==> src/rtl/xs3_serial_adder_if.sv <==
// Handshake bundle for the excess-3 digit-serial adder: digit-pair input side,
// sum-digit output side and the two sticky status flags.
interface xs3_serial_adder_if #(
    parameter int IDX_W = 3
) ();
    logic             in_valid;
    logic             in_ready;
    logic [3:0]       in_a;
    logic [3:0]       in_b;
    logic             in_last;
    logic             out_valid;
    logic             out_ready;
    logic [3:0]       out_sum;
    logic             out_last;
    logic [IDX_W-1:0] out_idx;
    logic             ovf;
    logic             err;

    modport master (
        output in_valid, in_a, in_b, in_last, out_ready,
        input  in_ready, out_valid, out_sum, out_last, out_idx, ovf, err
    );

    modport slave (
        input  in_valid, in_a, in_b, in_last, out_ready,
        output in_ready, out_valid, out_sum, out_last, out_idx, ovf, err
    );
endinterface

==> src/rtl/xs3_serial_adder.sv <==
// Digit-serial excess-3 adder, LSD first, one registered sum digit per transfer plus a final carry digit.
// Input code checking (sticky err) is built only when XS3_CODE_CHECK_EN is defined.
//
// state | meaning
// RUN   | accepting digit pairs
// CARRY | operand ended with carry out; emitting the extra XS3 '1' digit
module xs3_serial_adder #(
    parameter int MAX_DIGITS = 8,
    parameter int IDX_W      = 3
) (
    input  logic              clk,
    input  logic              rst,
    xs3_serial_adder_if.slave bus
);
    typedef enum logic {RUN = 1'b0, CARRY = 1'b1} state_e;

    localparam logic [IDX_W-1:0] LAST_IDX = IDX_W'(MAX_DIGITS - 1);

    state_e           state_q, state_d;
    logic             carry_q, carry_d;
    logic [IDX_W-1:0] idx_q, idx_d;
    logic             out_valid_q, out_valid_d;
    logic [3:0]       out_sum_q, out_sum_d;
    logic             out_last_q, out_last_d;
    logic [IDX_W-1:0] out_idx_q, out_idx_d;
    logic             ovf_q, ovf_d;

    logic       reg_free;
    logic       in_xfer;
    logic       eff_last;
    logic [4:0] s;
    logic [3:0] s_digit;

    assign reg_free     = !out_valid_q || bus.out_ready;
    assign bus.in_ready = (state_q == RUN) && reg_free;
    assign in_xfer      = bus.in_valid && bus.in_ready;
    assign eff_last     = bus.in_last || (idx_q == LAST_IDX);

    // Binary sum of two XS3 digits carries a +6 bias; correct it back to +3.
    assign s       = {1'b0, bus.in_a} + {1'b0, bus.in_b} + {4'b0000, carry_q};
    assign s_digit = s[4] ? (s[3:0] + 4'd3) : (s[3:0] - 4'd3);

    always_ff @(posedge clk or posedge rst) begin
        if (rst) begin
            state_q     <= RUN;
            carry_q     <= 1'b0;
            idx_q       <= '0;
            out_valid_q <= 1'b0;
            out_sum_q   <= 4'b0000;
            out_last_q  <= 1'b0;
            out_idx_q   <= '0;
            ovf_q       <= 1'b0;
        end else begin
            state_q     <= state_d;
            carry_q     <= carry_d;
            idx_q       <= idx_d;
            out_valid_q <= out_valid_d;
            out_sum_q   <= out_sum_d;
            out_last_q  <= out_last_d;
            out_idx_q   <= out_idx_d;
            ovf_q       <= ovf_d;
        end
    end

    always_comb begin
        state_d = state_q;
        case (state_q)
            RUN:     if (in_xfer && eff_last && s[4]) state_d = CARRY;
            CARRY:   if (reg_free) state_d = RUN;
            default: state_d = RUN;
        endcase
    end

    always_comb begin
        carry_d     = carry_q;
        idx_d       = idx_q;
        out_valid_d = out_valid_q;
        out_sum_d   = out_sum_q;
        out_last_d  = out_last_q;
        out_idx_d   = out_idx_q;
        ovf_d       = ovf_q;
        if (bus.out_ready) out_valid_d = 1'b0;
        if (in_xfer) begin
            out_valid_d = 1'b1;
            out_sum_d   = s_digit;
            out_idx_d   = idx_q;
            ovf_d       = (ovf_q && (idx_q != '0)) || (eff_last && !bus.in_last);
            if (eff_last && !s[4]) begin
                out_last_d = 1'b1;
                carry_d    = 1'b0;
                idx_d      = '0;
            end else begin
                out_last_d = 1'b0;
                carry_d    = s[4];
                idx_d      = idx_q + 1'b1;
            end
        end else if (state_q == CARRY && reg_free) begin
            out_valid_d = 1'b1;
            out_sum_d   = 4'b0100;
            out_last_d  = 1'b1;
            out_idx_d   = idx_q;
            carry_d     = 1'b0;
            idx_d       = '0;
        end
    end

    assign bus.out_valid = out_valid_q;
    assign bus.out_sum   = out_sum_q;
    assign bus.out_last  = out_last_q;
    assign bus.out_idx   = out_idx_q;
    assign bus.ovf       = ovf_q;

`ifdef XS3_CODE_CHECK_EN
    logic err_q, err_d;
    logic code_bad;

    assign code_bad = (bus.in_a < 4'd3) || (bus.in_a > 4'd12) ||
                      (bus.in_b < 4'd3) || (bus.in_b > 4'd12);

    always_comb begin
        err_d = err_q;
        if (in_xfer) begin
            if (code_bad)           err_d = 1'b1;
            else if (idx_q == '0)   err_d = 1'b0;
        end
    end

    always_ff @(posedge clk or posedge rst) begin
        if (rst) err_q <= 1'b0;
        else     err_q <= err_d;
    end

    assign bus.err = err_q;
`else
    assign bus.err = 1'b0;
`endif
endmodule

==> src/flat_wrapper.sv <==
// flat-port wrapper written by rule: the top's interface ports become plain ports
module xs3_serial_adder_flat 
#(
    parameter int MAX_DIGITS = 8,
    parameter int IDX_W      = 3
)
  (clk, rst, bus_in_valid, bus_in_a, bus_in_b, bus_in_last, bus_out_ready, bus_in_ready, bus_out_valid, bus_out_sum, bus_out_last, bus_out_idx, bus_ovf, bus_err);
  xs3_serial_adder_if #(.IDX_W(IDX_W)) bus_i ();
  input  logic clk;
  input  logic rst;
  input wire logic [$bits(bus_i.in_valid)-1:0] bus_in_valid;
  input wire logic [$bits(bus_i.in_a)-1:0] bus_in_a;
  input wire logic [$bits(bus_i.in_b)-1:0] bus_in_b;
  input wire logic [$bits(bus_i.in_last)-1:0] bus_in_last;
  input wire logic [$bits(bus_i.out_ready)-1:0] bus_out_ready;
  output wire logic [$bits(bus_i.in_ready)-1:0] bus_in_ready;
  output wire logic [$bits(bus_i.out_valid)-1:0] bus_out_valid;
  output wire logic [$bits(bus_i.out_sum)-1:0] bus_out_sum;
  output wire logic [$bits(bus_i.out_last)-1:0] bus_out_last;
  output wire logic [$bits(bus_i.out_idx)-1:0] bus_out_idx;
  output wire logic [$bits(bus_i.ovf)-1:0] bus_ovf;
  output wire logic [$bits(bus_i.err)-1:0] bus_err;
  assign bus_i.in_valid = bus_in_valid;
  assign bus_i.in_a = bus_in_a;
  assign bus_i.in_b = bus_in_b;
  assign bus_i.in_last = bus_in_last;
  assign bus_i.out_ready = bus_out_ready;
  assign bus_in_ready = bus_i.in_ready;
  assign bus_out_valid = bus_i.out_valid;
  assign bus_out_sum = bus_i.out_sum;
  assign bus_out_last = bus_i.out_last;
  assign bus_out_idx = bus_i.out_idx;
  assign bus_ovf = bus_i.ovf;
  assign bus_err = bus_i.err;
  xs3_serial_adder #(.MAX_DIGITS(MAX_DIGITS), .IDX_W(IDX_W)) u_core (.clk(clk), .rst(rst), .bus(bus_i));
endmodule
==> config.mk <==
export PLATFORM = sky130hd
export DESIGN_NAME = xs3_serial_adder_flat
export DESIGN_NICKNAME = d
export VERILOG_FILES = /design/src/rtl/xs3_serial_adder_if.sv /design/src/rtl/xs3_serial_adder.sv /design/src/flat_wrapper.sv
export SDC_FILE = /design/constraint.sdc
export NUM_CORES = 1
export LEC_CHECK = 0
export ABC_AREA = 0
export CORE_ASPECT_RATIO = 0.75
export CORE_MARGIN = 3
export CORE_UTILIZATION = 41
export CTS_CLUSTER_DIAMETER = 60
export DETAILED_ROUTE_END_ITERATION = 8
export GPL_TIMING_DRIVEN = 0
export PLACE_DENSITY = 0.66
export SYNTH_ARGS = -nofsm -noshare
export SYNTH_HDL_FRONTEND = slang
export SYNTH_SLANG_ARGS = --single-unit
==> constraint.sdc <==
create_clock -name clk -period 4 [get_ports clk]
set_input_delay 0.6 -clock clk [delete_from_list [all_inputs] [get_ports clk]]
set_output_delay 0.6 -clock clk [all_outputs]
set_load 0.01 [all_outputs]
# == Yosys cells after proc, flatten, opt, wreduce, memory -nomap -nowiden ==
# Cells that the tools add are included.
# word_totals
register_bits,15
input_bits,13
out_inout_bits,12
word_cells,52
# classes
n_addsub,5
n_eq_ne,1
n_mux,20
bitwise_logic,1
reduce_logical,17
# ops
op,count
two-way mux 3 bit,5
two-way mux 4 bit,3
two-way mux 1 bit,11
logical AND 1 bit,8
nonzero test 3 bit,2
adder 4 x 4 -> 5 bit,1
adder 5 x 1 -> 5 bit,1
"adder 4 x 2 -> 4 bit, second input constant",1
"subtractor 4 x 2 -> 4 bit, second input constant",1
"adder 3 x 1 -> 3 bit, second input constant",1
"== test 3 bit, second input constant",1
zero test 1 bit,3
logical OR 1 bit,3
one-hot mux 1 bit (2 select lines),1
nonzero test 2 bit,1
NOT 1 bit,1

# == Logic depth before layout (Yosys ltp) ==
# logic_depth
ltp_word,8
ltp_mapped,11

# == Least setup slack after synthesis ==
# No wires, ideal clock.
# synth_path
kind,input port to flip-flop
startpoint,input bus_in_b[0]
endpoint,register u_core.out_sum_q[3] (netlist: u_core.bus.out_sum[3])
setup_time_ns,0.124
arrival_time_ns,2.482
slack_ns,1.394
path_stages,11
cell_sequence,fa_1 inv_1 fa_1 nor2b_2 o22a_4 ha_1 a21oi_1 nor3_1 o21ai_2 xor2_1 o21ai_1
# synth_between
elab_chain_len,5
word_cells_on_any_way,6
# synth_lines
element,line,text
from (decl),flat_wrapper.sv:13,input wire logic [$bits(bus_i.in_b)-1:0] bus_in_b;
adder 4 x 4 -> 5 bit *,xs3_serial_adder.sv:40,"assign s = {1'b0, bus.in_a} + {1'b0, bus.in_b} + {4'b0000, carry_q};"
adder 5 x 1 -> 5 bit *,xs3_serial_adder.sv:40,
subtractor 4 x 2 -> 4 bit / adder 4 x 2 -> 4 bit (equally long branches),xs3_serial_adder.sv:41,assign s_digit = s[4] ? (s[3:0] + 4'd3) : (s[3:0] - 4'd3);
two-way mux 4 bit *,xs3_serial_adder.sv:41,
two-way mux 4 bit *,xs3_serial_adder.sv:83,if (in_xfer) begin
to (signal assigned),xs3_serial_adder.sv:58,out_sum_q <= out_sum_d;
to (decl),xs3_serial_adder.sv:23,"logic [3:0] out_sum_q, out_sum_d;"
# Every way passes the cells marked *; elsewhere a longest branch is shown, timed or not.
# A chain may end at the register's enable or synchronous reset.

# == Final worst setup path ==
# layout_path
startpoint,input bus_in_b[0]
endpoint,register u_core.out_sum_q[2] (netlist: u_core.bus.out_sum[2])
# The elaborated chain is that of the path after synthesis.

==> results.md <==
* Vias at 729
* Register area share after synthesis at about two fifths
* Mapped Cells at 94
* Synth area leader: dfrtp_1
* CTS Sinks at 15
* H-tree levels at 1
* Die Footprint at between 2000 and 3000 um^2
* Placer Congestion at 0.748
* Starting DRT DRC Count at 10
* Outcome: finished, final reports clean
* Tmin final at 2.92 ns
* Unrepaired setup endpoints after global routing: no
* Initial antenna violation count at 0
* Synthesized cell area at approximately 960 um^2
* Syn_nets at ~120
* Worst Skew at around 0.006 ns
* Top-count cell post-synth: dfrtp_1
* Worst path cell trace: clkdlybuf4s50_1, fa_1, inv_1, fa_1, nor2b_2, o22a_4, inv_4, fa_1, xor2_1, xnor2_1, nor2_1, a21oi_1
* Avg WL per Cell at around 12 um
* Max Slew Vio Count at 0
* FMAX at between 300 and 400 MHz
* Layout cells sized above 1 at 15.7%
* Routed WL at between 1500 and 2000 um
* Longest Clk Path Bufs at 2
* VDD IR max at roughly 0.23 mV
* Layout Area Growth over Synthesis at 30.9%
* Hold Crit Class: flip-flop to flip-flop
* CP endpoint kind: flip-flop
* Critical Path Start Type: input pin
* First-pass GRT wire length at just over 3000 um
* Site Rows at 14
* Top FF cell, synth: dfrtp_1
* Via/cell ratio at 4.76
* Fill count at about 200
* Post-synth top cells: dfrtp_1, inv_1, nand2_1
* Top cells by area, synth: dfrtp_1, ha_1, fa_1, inv_1, xor2_1
* Post-CTS Setup Repair Bufs at 0
* FF+latch area at 375 um^2
* Die width at 62.0 um
* Clock root cell: clkbuf_4
* Count of different cell masters after synthesis at 38
* Worst-Skew Late Latency at between 0.2 and 0.3 ns
* TritonCTS Buffers at 3
* Final hold vios at 0
* CP max FO at 5
* Post-synth EDFFs at 0
* Crit Path Class: input pin to flip-flop
* Least-Margin Pin Slew at approximately 0.57 ns
* Period utilization at about 73%
* Antenna Violating Nets Remaining at 0
* Area fraction of the dominant cell type after synthesis at 39.0%
* Seq cells post-synth at 15
* Largest net degree at the start of global routing at 16
* Pre-Repair DR Iteration Count at 4
* Rel. slew slack at about 62%
* Port Buffers at 23
* Clock slew at reported path FFs at roughly 0.1 ns
* Drc violations at 0
* Max-cap violations at 0
* CP most frequent cell: fa_1
* Setup-failing EPs final at 0
* Ports at 25
* Vert. Die Dim at 48.0 um
* Vias in the first global route at between 700 and 800
* Initial Util at between 40% and 50%
* Pwr Density at approximately 440 nW/um^2
* Pleak at roughly 0.60 nW
* CP arrival at 3.10 ns
* DP HPWL at about 1500 um
* NumNets Final at ~150
* Overall Power at 0.558 mW
* Mean Syn Cell Area at ~10 um^2
* CTS tree: yes
* Yosys warns at 0
* CP max stage cell: clkdlybuf4s50_1
* Number of cells upsized or downsized after cts at 0
* Gr usage total at between 10 and 15%
* CP required at roughly 4.2 ns
* TNS Setup at 0 ns
* Grt ovf at 0
* Multi-input logic area at 528 um^2
* Max stage delay on crit path at 0.48 ns
* Hold Buf Count CTS at 0
* Ant. Diodes at 0
* Core ar. at 2120 um^2
* Ys async rst share at 100%
## area by class of cell
| class | instances | share of cell area, % |
|---|---|---|
| Timing Repair Buffer | 23 | 18.3 |
| Multi-Input combinational cell | 65 | 41.9 |
| Buffer | 2 | 0.992 |
| Sequential cell | 15 | 29.8 |
| Clock buffer | 3 | 1.79 |
| Clock inverter | 1 | 0.397 |
| Inverter | 12 | 3.77 |
| Tap cell | 32 | 3.17 |
## routing by layer
metal | global-route usage [%] | share of wire, %
met4 | 2.54 | 0.33
met1 | 20.0 | 53
met5 | 0 | 0
met2 | 22.9 | 41
met3 | 4.85 | 5.5
## worst paths after layout
kind                                                    from  slack [ns]                           endpoint  depth (start not counted)
min in group asynchronous                                rst        0.66  u_core.bus.out_sum[2]$_DFFE_PP0P_                          2
max in group asynchronous                                rst        2.97           u_core.state_q$_DFF_PP0_                          2
min                        u_core.bus.out_sum[3]$_DFFE_PP0P_        0.50  u_core.bus.out_sum[3]$_DFFE_PP0P_                          2
max reg2reg                       u_core.carry_q$_DFFE_PP0P_        1.49  u_core.bus.out_sum[3]$_DFFE_PP0P_                         11
max                                              bus_in_b[0]        1.08  u_core.bus.out_sum[2]$_DFFE_PP0P_                         12
min reg2reg                u_core.bus.out_sum[3]$_DFFE_PP0P_        0.50  u_core.bus.out_sum[3]$_DFFE_PP0P_                          2
## worst max-delay path, delay by kind of cell
family          cells  cell delay (ns)
xor+xnor            2             0.32
compound gates      2             0.24
buf+inv             3             0.59
fa+ha+maj           3             1.07
simple gates        2             0.28
## through the flow
step	cell area [um^2]	utilization, %	hold WS, ns	worst slack [ns]	std cells
floorplan	963	-	0.476	1.39	94
global placement	1230	58.2	0.464	0.764	149
detailed placement	1230	58.2	0.479	0.743	149
CTS	1260	59.5	0.503	1.05	153
global route	1260	59.5	0.532	0.902	153
finish	1260	59.5	0.503	1.08	153
## cells by family (layout without fill, tap and decap cells)
kind of cell	after synthesis	count (layout)	share of synthesized area, %
adders and majority gates	10	10	15.3
buffers and inverters	14	41	6.23
AOI/OAI and AO/OA	21	21	15.8
other	1	1	0.389
muxes	3	3	4.29
and+or+nand+nor	25	25	14.4
xor gates and xnor gates	5	5	4.55
DFF	15	15	39.0
## registers in the layout, summed over array words and instances (netlist names)
signal,count
u_core.bus.out_idx,3
u_core.bus.out_last,1
u_core.bus.out_sum,4
u_core.bus.out_valid,1
u_core.bus.ovf,1
u_core.carry_q,1
u_core.idx_q,3
u_core.state_q,1
## cell usage in the layout, fill, tap and decap left out, drive strengths merged, types with 2 or more instances in the layout
cell type	n
buf	2
fa	3
a22o	2
mux2	3
ha	7
nand2	9
clkbuf	3
a21oi	3
dfrtp	15
xor2	4
clkdlybuf4s50	23
nor2b	2
inv	12
nor2	5
nand2b	2
o21ai	9
## where the power goes
part	total (mW)	leakage, nW	internal, mW	switching (mW)
Clock	0.0880	0.0177	0.0372	0.0508
Combinational	0.253	0.389	0.137	0.116
Sequential	0.216	0.189	0.192	0.0239
Total	0.558	0.596	0.367	0.191
Power figures use the tool's default switching activity.
